===== src/rtl/traffic_pkg.sv =====
// Shared lamp and phase types for the intersection scheduler.
// Also holds the state-to-lamp decode used for the registered outputs.
package traffic_pkg;

    typedef enum logic [1:0] {
        RED    = 2'b00,
        YELLOW = 2'b01,
        GREEN  = 2'b10
    } light_t;

    typedef enum logic [2:0] {
        ALL_RED_BA = 3'd0,
        A_GREEN    = 3'd1,
        A_YELLOW   = 3'd2,
        ALL_RED_AB = 3'd3,
        PED_WALK   = 3'd4,
        B_GREEN    = 3'd5,
        B_YELLOW   = 3'd6
    } sched_state_t;

    typedef struct packed {
        light_t a;
        light_t b;
        logic   walk;
    } lamps_t;

    // Anything not listed (incl. unused encodings) shows all-red, no walk.
    function automatic lamps_t lamps_of(sched_state_t s);
        lamps_t l;
        l.a    = RED;
        l.b    = RED;
        l.walk = 1'b0;
        case (s)
            A_GREEN:  l.a    = GREEN;
            A_YELLOW: l.a    = YELLOW;
            PED_WALK: l.walk = 1'b1;
            B_GREEN:  l.b    = GREEN;
            B_YELLOW: l.b    = YELLOW;
            default:  l.walk = 1'b0;
        endcase
        return l;
    endfunction

endpackage


===== src/rtl/phase_timer.sv =====
// Time-in-phase counter: cleared on phase entry, counts up,
// and holds at MAX so long rest phases never wrap.
module phase_timer #(
    parameter int MAX = 32
) (
    input  logic                       clk,
    input  logic                       reset_n,
    input  logic                       clear,
    output logic [$clog2(MAX+1)-1:0]   count
);

    localparam int W = $clog2(MAX + 1);

    always_ff @(posedge clk or negedge reset_n) begin
        if (!reset_n) begin
            count <= '0;
        end else if (clear) begin
            count <= '0;
        end else if (count != W'(MAX)) begin
            count <= count + 1'b1;
        end
    end

endmodule


===== src/rtl/intersection_scheduler.sv =====
// Phase sequencer for main road A, side road B and a ped crossing.
// A-green is the rest phase; B and walk are served on demand.
module intersection_scheduler
    import traffic_pkg::*;
#(
    parameter int GREEN_MIN   = 8,
    parameter int GREEN_MAX   = 32,
    parameter int YELLOW_LEN  = 4,
    parameter int ALL_RED_LEN = 2,
    parameter int WALK_LEN    = 10
) (
    input  logic       clk,
    input  logic       reset_n,
    input  logic       car_b,
    input  logic       ped_req,
    output logic [1:0] light_a,
    output logic [1:0] light_b,
    output logic       walk,
    output logic [2:0] phase
);

    localparam int CW = $clog2(GREEN_MAX + 1);

    sched_state_t    state;
    sched_state_t    state_nx;
    logic [CW-1:0]   cnt;
    logic            ped_pending;
    logic            entering;
    lamps_t          lamps_nx;

    assign entering = (state_nx != state);

    phase_timer #(
        .MAX(GREEN_MAX)
    ) u_timer (
        .clk    (clk),
        .reset_n(reset_n),
        .clear  (entering),
        .count  (cnt)
    );

    always_ff @(posedge clk or negedge reset_n) begin
        if (!reset_n) begin
            state <= ALL_RED_BA;
        end else begin
            state <= state_nx;
        end
    end

    always_comb begin
        state_nx = state;
        case (state)
            ALL_RED_BA:
                if (cnt == CW'(ALL_RED_LEN - 1))
                    state_nx = A_GREEN;
            A_GREEN:
                if (cnt >= CW'(GREEN_MIN - 1) && (car_b || ped_pending))
                    state_nx = A_YELLOW;
            A_YELLOW:
                if (cnt == CW'(YELLOW_LEN - 1))
                    state_nx = ALL_RED_AB;
            ALL_RED_AB:
                if (cnt == CW'(ALL_RED_LEN - 1))
                    state_nx = ped_pending ? PED_WALK : B_GREEN;
            PED_WALK:
                if (cnt == CW'(WALK_LEN - 1))
                    state_nx = car_b ? B_GREEN : ALL_RED_BA;
            B_GREEN:
                if ((cnt >= CW'(GREEN_MIN - 1) && !car_b) ||
                    cnt == CW'(GREEN_MAX - 1))
                    state_nx = B_YELLOW;
            B_YELLOW:
                if (cnt == CW'(YELLOW_LEN - 1))
                    state_nx = ALL_RED_BA;
            default:
                state_nx = ALL_RED_BA;
        endcase
    end

    // Entering walk consumes the request, even one landing on that edge.
    always_ff @(posedge clk or negedge reset_n) begin
        if (!reset_n) begin
            ped_pending <= 1'b0;
        end else if (entering && state_nx == PED_WALK) begin
            ped_pending <= 1'b0;
        end else if (ped_req && state != PED_WALK) begin
            ped_pending <= 1'b1;
        end
    end

    always_comb lamps_nx = lamps_of(state_nx);

    always_ff @(posedge clk or negedge reset_n) begin
        if (!reset_n) begin
            light_a <= RED;
            light_b <= RED;
            walk    <= 1'b0;
        end else begin
            light_a <= lamps_nx.a;
            light_b <= lamps_nx.b;
            walk    <= lamps_nx.walk;
        end
    end

    assign phase = state;

endmodule


===== config.mk =====
export PLATFORM = sky130hd
export DESIGN_NAME = intersection_scheduler
export DESIGN_NICKNAME = d
export VERILOG_FILES = /design/src/rtl/traffic_pkg.sv /design/src/rtl/phase_timer.sv /design/src/rtl/intersection_scheduler.sv
export SDC_FILE = /design/constraint.sdc
export NUM_CORES = 1
export LEC_CHECK = 0
export CORE_ASPECT_RATIO = 0.8
export CORE_MARGIN = 2
export CORE_UTILIZATION = 53
export CTS_CLUSTER_SIZE = 25
export DETAILED_ROUTE_END_ITERATION = 12
export PLACE_DENSITY = 0.81
export SYNTH_ARGS = -nofsm -noshare
export SYNTH_HDL_FRONTEND = slang
export SYNTH_SLANG_ARGS = --single-unit

===== constraint.sdc =====
create_clock -name clk -period 2.3 [get_ports clk]
set_input_delay 0.23 -clock clk [delete_from_list [all_inputs] [get_ports clk]]
set_output_delay 0.23 -clock clk [all_outputs]
set_load 0.05 [all_outputs]

==> metrics, run 1 <==
final total power=1.49 mW; Post-Place Cells=128; CTS clk-pin slew, worst paths=90 ps; total number of nets in the final design=119; Avg WL per Cell=15.1 um; result of the run=complete, no violations; Boundary Pins=12; Post-Route WL=2.01 mm; number of placement rows=13; DRC violation count after routing=0; Reg-to-Reg End=u_timer.count[3]; largest net degree at the start of global routing=16; Setup crit end kind=flip-flop; Crit Reg-Reg Startpoint=u_timer.count[0]; largest family of logic cells by synthesized area=simple AND/OR/NAND/NOR gates; power density over the cells=1330 nW/um2; antenna violations before repair=0; reg2reg path depth=5; total half-perimeter wirelength after legalization and detailed placement=1.48 mm; total iterations of the first detailed-routing run=4; H-Tree Level Count=1; final setup violating endpoints=0; number of clock sinks=15; actual slew at the worst max-slew pin=659 ps; growth of design area from synthesis to finish=14.8%; Syn Std Cell Area=975 um2; count of yosys warnings during synthesis=0; placer congestion estimate=0.986; type of the worst setup path=reg2reg; mean cell area of the mapped netlist=9.56 um2; arrival time of data at the critical path endpoint=2340 ps; reg-to-reg slack, setup=130 ps; number of antenna-violating nets in the routed design=0; area share of xor/xnor cells in the synthesized design=0.0359; multiplexer area fraction after synthesis=0; number of slew-limit violations in the final report=0; overall routing resource usage=0.205; worst slew margin relative to its limit=0.559; Adder-Cell Fraction of Synth Area=0.0385; fraction of layout instances using a drive strength above 1=0.144; Port Buffers=11; hold violation count in the final report=0; non-filler instance count after layout=133; number of filler cells placed in the layout=129; IR Drop Worst-Case VDD=1.03 mV; maximum fanout encountered on the critical timing path=9; Die X-Extent=51.9 um; Worst Path Required=2470 ps; post-synthesis compound-gate area fraction=0.225; Syn Inst Count=102; Core Area=1680 um2; clock tree root buffer cell=sky130_fd_sc_hd__clkbuf_4; worst min path class=in2async; violation count after the first detailed-routing iteration=19; via count=795; initial core utilization=0.582; final setup skew=1.49 ps; vias per cell=5.98; minimum period implied by the final worst setup slack=2170 ps; crit start category=flip-flop; reported leakage power=0.490 nW; post-synthesis register bit count=15; simple-gate portion of the synthesized area=0.235; # hold bufs at CTS=0; wire length of the first global-routing pass=3.31 mm; CTS Buf Count=3; share of the yosys chip area belonging to registers=0.385; height of the die=42.4 um; number of distinct library cell variants in the gate-level netlist after synthesis=38; number of global-route vias before repair=718; CTS max path bufs=2; setup TNS=0 ps; GRT overflow=0; antenna diode count=0; Post-Synthesis Net Count=109; final design utilization=0.668; Die Outline Area=2200 um2; Achievable Freq=462 MHz; post-route fraction of the period consumed by the critical path=0.942; TritonCTS clock tree=done; Clock Latency Late Sink=280 ps; max-cap violation count=0
timing repair:
| action | CTS | global route |
|---|---|---|
| resized for setup | 0 | 3 |
| setup buffers | 0 | 1 |
| endpoints found under the setup margin | 0 | 5 |
worst max path at each step:
stage,startpoint,endpoint
global placement,u_timer.count[0],ped_pending
CTS,u_timer.count[0],u_timer.count[3]
finish,u_timer.count[0],u_timer.count[3]
detailed placement,u_timer.count[0],u_timer.count[3]
floorplan,phase[2],ped_pending
global route,u_timer.count[0],ped_pending
through the flow:
stage               hold slack (ps)  setup slack (ps)  instance area, um2
floorplan                     -65.6               254                 975
global placement                547               192                1070
detailed placement              561               156                1070
CTS                             363               143                1090
global route                    389             -3.10                1120
finish                          347               135                1120
per-layer routing:
metal  up-vias  wire length [um]  GRT usage
li1        390                 -          -
met1       360               931      0.314
met2        41               899      0.278
met3         4               147     0.0250
met4         0                35      0.105
met5         -                 0          0
cells by family (layout without fill, tap and decap cells):
logic type / after synthesis / in the layout
AO/OA/AOI/OAI: 29 / 29
XOR/XNOR: 4 / 4
adder cells (fa/ha/maj): 3 / 3
buffers and inverters: 15 / 24
flip-flops: 15 / 15
AND/OR/NAND/NOR: 36 / 36
worst max-delay path: stages, from the launching register on:
cell                        delay [ps]
sky130_fd_sc_hd__dfrtp_1           440
sky130_fd_sc_hd__ha_1              320
sky130_fd_sc_hd__a2111o_1          490
sky130_fd_sc_hd__a211oi_2          440
sky130_fd_sc_hd__nand4bb_1         260
sky130_fd_sc_hd__a21oi_1           100
area by class of cell:
class                   instances  area, um2  share of cell area
flip-flops and latches         15        375               0.336
multi-input cells              72        538               0.481
inverters                       7       26.3              0.0235
clock buffers                   4       26.3              0.0235
well taps                      22       27.5              0.0246
repair buffers                 13        125               0.112
where the power goes:
group / internal, mW / total, mW / switching (mW)
Combinational: 0.339 / 0.861 / 0.523
Sequential: 0.346 / 0.480 / 0.134
Clock: 0.0673 / 0.151 / 0.0833
layout by cell type (no fill, tap or decap), drive strengths merged, types with 3 or more instances in the layout:
cell / count
a41oi: 3
dfrtp: 15
clkdlybuf4s50: 11
nand3: 6
clkbuf: 4
a211oi: 6
a21oi: 9
and3: 3
nor2: 11
nand2: 4
ha: 3
inv: 7
synthesized netlist by cell type (all sizes together):
cell     instances  area share
o41ai            1      0.0090
a21boi           2       0.015
nor3b            2       0.039
a21oi            9       0.046
xnor2            2       0.018
a41o             1       0.010
nor4             1       0.013
nand4bb          1       0.012
and4             1      0.0090
and3             3       0.019
clkbuf           2      0.0077
nand2            4       0.015
ha               3       0.039
o32a             2       0.022
xor2             2       0.018
a41oi            3       0.027
a211oi           6       0.051
dfrtp           15        0.39
nand2b           1      0.0064
o21ai            1      0.0051
buf              6       0.046
inv              7       0.027
a2111o           2       0.023
o21a             1      0.0077
or2              2       0.013
nor2b            1      0.0090
nor2            11       0.042
nand3            6       0.031
or3b             1      0.0090
nand4b           2       0.018
o21bai           1      0.0077
registers in the layout (all words and copies together) (netlist names):
signal,count
light_a,2
walk,1
light_b,2
ped_pending,1
phase,3
u_timer.count,6
Power figures use the tool's default switching activity.
==> run 2, diff against run 1 <==
Settings changed: GPL_TIMING_DRIVEN from default to 0.
==> metrics, run 2 (synthesized netlist as in run 1, its figures left out) <==
Setup crit end kind=flip-flop; vias per cell=6.01 (+0.62%); total number of nets in the final design=125 (+5.0%); Worst Path Required=2470 ps (about the same); worst slew margin relative to its limit=0.556 (-0.00359); Post-Route WL=2.13 mm (+5.6%); Cell Chain, Critical Path=ha_1 -> buf_2 -> a2111o_1 -> a211oi_2 -> nand4bb_1 -> a21oi_1; setup TNS=0 ps (unchanged); non-filler instance count after layout=139 (+4.5%); total iterations of the first detailed-routing run=4 (unchanged); Post-Place Cells=135 (+5.5%); final setup violating endpoints=0 (unchanged); overall routing resource usage=0.208 (+0.00326); CTS max path bufs=2 (unchanged); final setup skew=10.9 ps (+9.42 ps); GRT overflow=0 (unchanged); hold violation count in the final report=0 (unchanged); Port Buffers=11 (unchanged); Avg WL per Cell=15.3 um (+1.0%); number of slew-limit violations in the final report=0 (unchanged); IR Drop Worst-Case VDD=1.13 mV (+10%); post-route fraction of the period consumed by the critical path=0.958 (+0.0163); Critical Path Slowest Stage Cell=sky130_fd_sc_hd__a2111o_1; type of the worst setup path=reg2reg; TritonCTS clock tree=done; number of placement rows=13 (unchanged); flip-flop count of the largest register after layout=6 (unchanged); actual slew at the worst max-slew pin=664 ps (+5.36 ps); most common cell after layout, fill and taps aside=sky130_fd_sc_hd__dfrtp_1; minimum period implied by the final worst setup slack=2200 ps (+37.4 ps); unrepaired setup endpoints after global routing=no; highest-count cells in the layout ignoring fill and taps=sky130_fd_sc_hd__dfrtp_1, sky130_fd_sc_hd__nor2_1, sky130_fd_sc_hd__clkdlybuf4s50_1; Boundary Pins=12 (unchanged); Sequential Area=377 um2 (+0.33%); worst min path class=in2async; H-Tree Level Count=1 (unchanged); clock tree root buffer cell=sky130_fd_sc_hd__clkbuf_4; growth of design area from synthesis to finish=18.9%; Clock Latency Late Sink=290 ps (about the same); violation count after the first detailed-routing iteration=30 (+11); CTS clk-pin slew, worst paths=100 ps (about the same); delay of the slowest cell on the worst path=470 ps (-20 ps); via count=836 (+5.2%); register bank with the most flops=u_timer.count; reported leakage power=0.516 nW (+5.5%); Die Outline Area=2200 um2 (unchanged); max-cap violation count=0 (unchanged); number of antenna-violating nets in the routed design=0 (unchanged); worst setup margin=97.1 ps (-37.4 ps); number of filler cells placed in the layout=129 (unchanged); total half-perimeter wirelength after legalization and detailed placement=1.53 mm (+3.6%); DRC violation count after routing=0 (unchanged); Post-CTS Setup Inserts=0 (unchanged); fraction of layout instances using a drive strength above 1=0.188 (+0.0439); Die X-Extent=51.9 um (unchanged); final total power=1.50 mW (+0.90%); arrival time of data at the critical path endpoint=2370 ps (+30 ps); placer congestion estimate=0.963 (-2.3%); antenna violations before repair=0 (unchanged); result of the run=complete, no violations; initial core utilization=0.582 (unchanged); largest net degree at the start of global routing=16 (unchanged); number of global-route vias before repair=769 (+7.1%); Achievable Freq=454 MHz (-1.7%); Core Area=1680 um2 (unchanged); maximum fanout encountered on the critical timing path=9 (unchanged); height of the die=42.4 um (unchanged); wire length of the first global-routing pass=3.44 mm (+4.0%); CTS Buf Count=3 (unchanged); footprint of the multi-input gates=538 um2 (unchanged); power density over the cells=1300 nW/um2 (-2.6%); worst setup timing slack at the placement stage=123 ps (-32.7 ps); crit start category=flip-flop; number of clock sinks=15 (unchanged); antenna diode count=0 (unchanged)
run 2: changes by cell type in the layout (fill, tap and decap cells not counted):
cell,previous run,this run
sky130_fd_sc_hd__buf_4,2,1
sky130_fd_sc_hd__buf_6,0,2
sky130_fd_sc_hd__dfrtp_2,0,1
sky130_fd_sc_hd__buf_2,0,3
sky130_fd_sc_hd__dfrtp_1,15,14
sky130_fd_sc_hd__clkinv_2,0,1
sky130_fd_sc_hd__clkbuf_1,1,2
run 2: power by group:
| group | total [mW] | internal [mW] | switching (mW) |
|---|---|---|---|
| Clock | 0.154 | 0.0647 | 0.0889 |
| Combinational | 0.957 | 0.341 | 0.616 |
| Sequential | 0.395 | 0.349 | 0.0459 |
| Total | 1.50 | 0.754 | 0.751 |
run 2: timing repair:
item / 4_1_cts / 5_1_grt
setup endpoints to repair: 0 / 4
hold buffers: 0 / 0
gates resized for setup: 0 / 4
run 2: worst max-delay path, delay by kind of cell, from the launching register on:
kind	cells	cell delay [ps]
simple gates	1	290
buf+inv	1	170
flops	1	450
fa+ha+maj	1	200
compound gates	3	990
run 2: path summary, 6_finish.rpt:
kind | start | to | slack, ps | cells past startpoint
worst max-delay path | u_timer.count[0] | u_timer.count[1] | 100 | 6
worst min-delay path | reset_n | walk | 330 | 1
worst max register to register | u_timer.count[0] | u_timer.count[1] | 100 | 6
worst min register to register | ped_pending | ped_pending | 590 | 1
max in group asynchronous | reset_n | u_timer.count[0] | 1490 | 1
min in group clk | ped_pending | ped_pending | 590 | 1
run 2: layer usage:
metal	GRT usage	routed length (um)
met5	0	0
met2	0.273	940
met4	0.0789	47
met1	0.326	985
met3	0.0464	152
run 2: area by class of cell:
| class | count | share of cell area |
|---|---|---|
| timing repair buffer | 11 | 0.0950 |
| clock buffer | 3 | 0.0194 |
| tap | 22 | 0.0238 |
| inverter | 7 | 0.0227 |
| multi-input combinational | 72 | 0.464 |
| sequential | 15 | 0.325 |
| clock inverter | 1 | 0.00432 |
| buffer | 8 | 0.0454 |
run 2: metrics by stage:
stage | cell area (um2) | hold WS (ps) | util
final | 1160 | 334 | 0.692
after global routing | 1160 | 395 | 0.692
after CTS | 1140 | 367 | 0.680
after detailed placement | 1110 | 568 | 0.664
after global placement | 1110 | 557 | 0.664
after floorplan | 975 | -65.6 | -
==> run 3, diff against run 2 <==
Settings changed: ABC_CLOCK_PERIOD_IN_PS from default to 2300, GPL_TIMING_DRIVEN 0 to 1.
==> results of run 3 <==
Same layout as run 1: the final DEF is identical, and so are final timing and power.
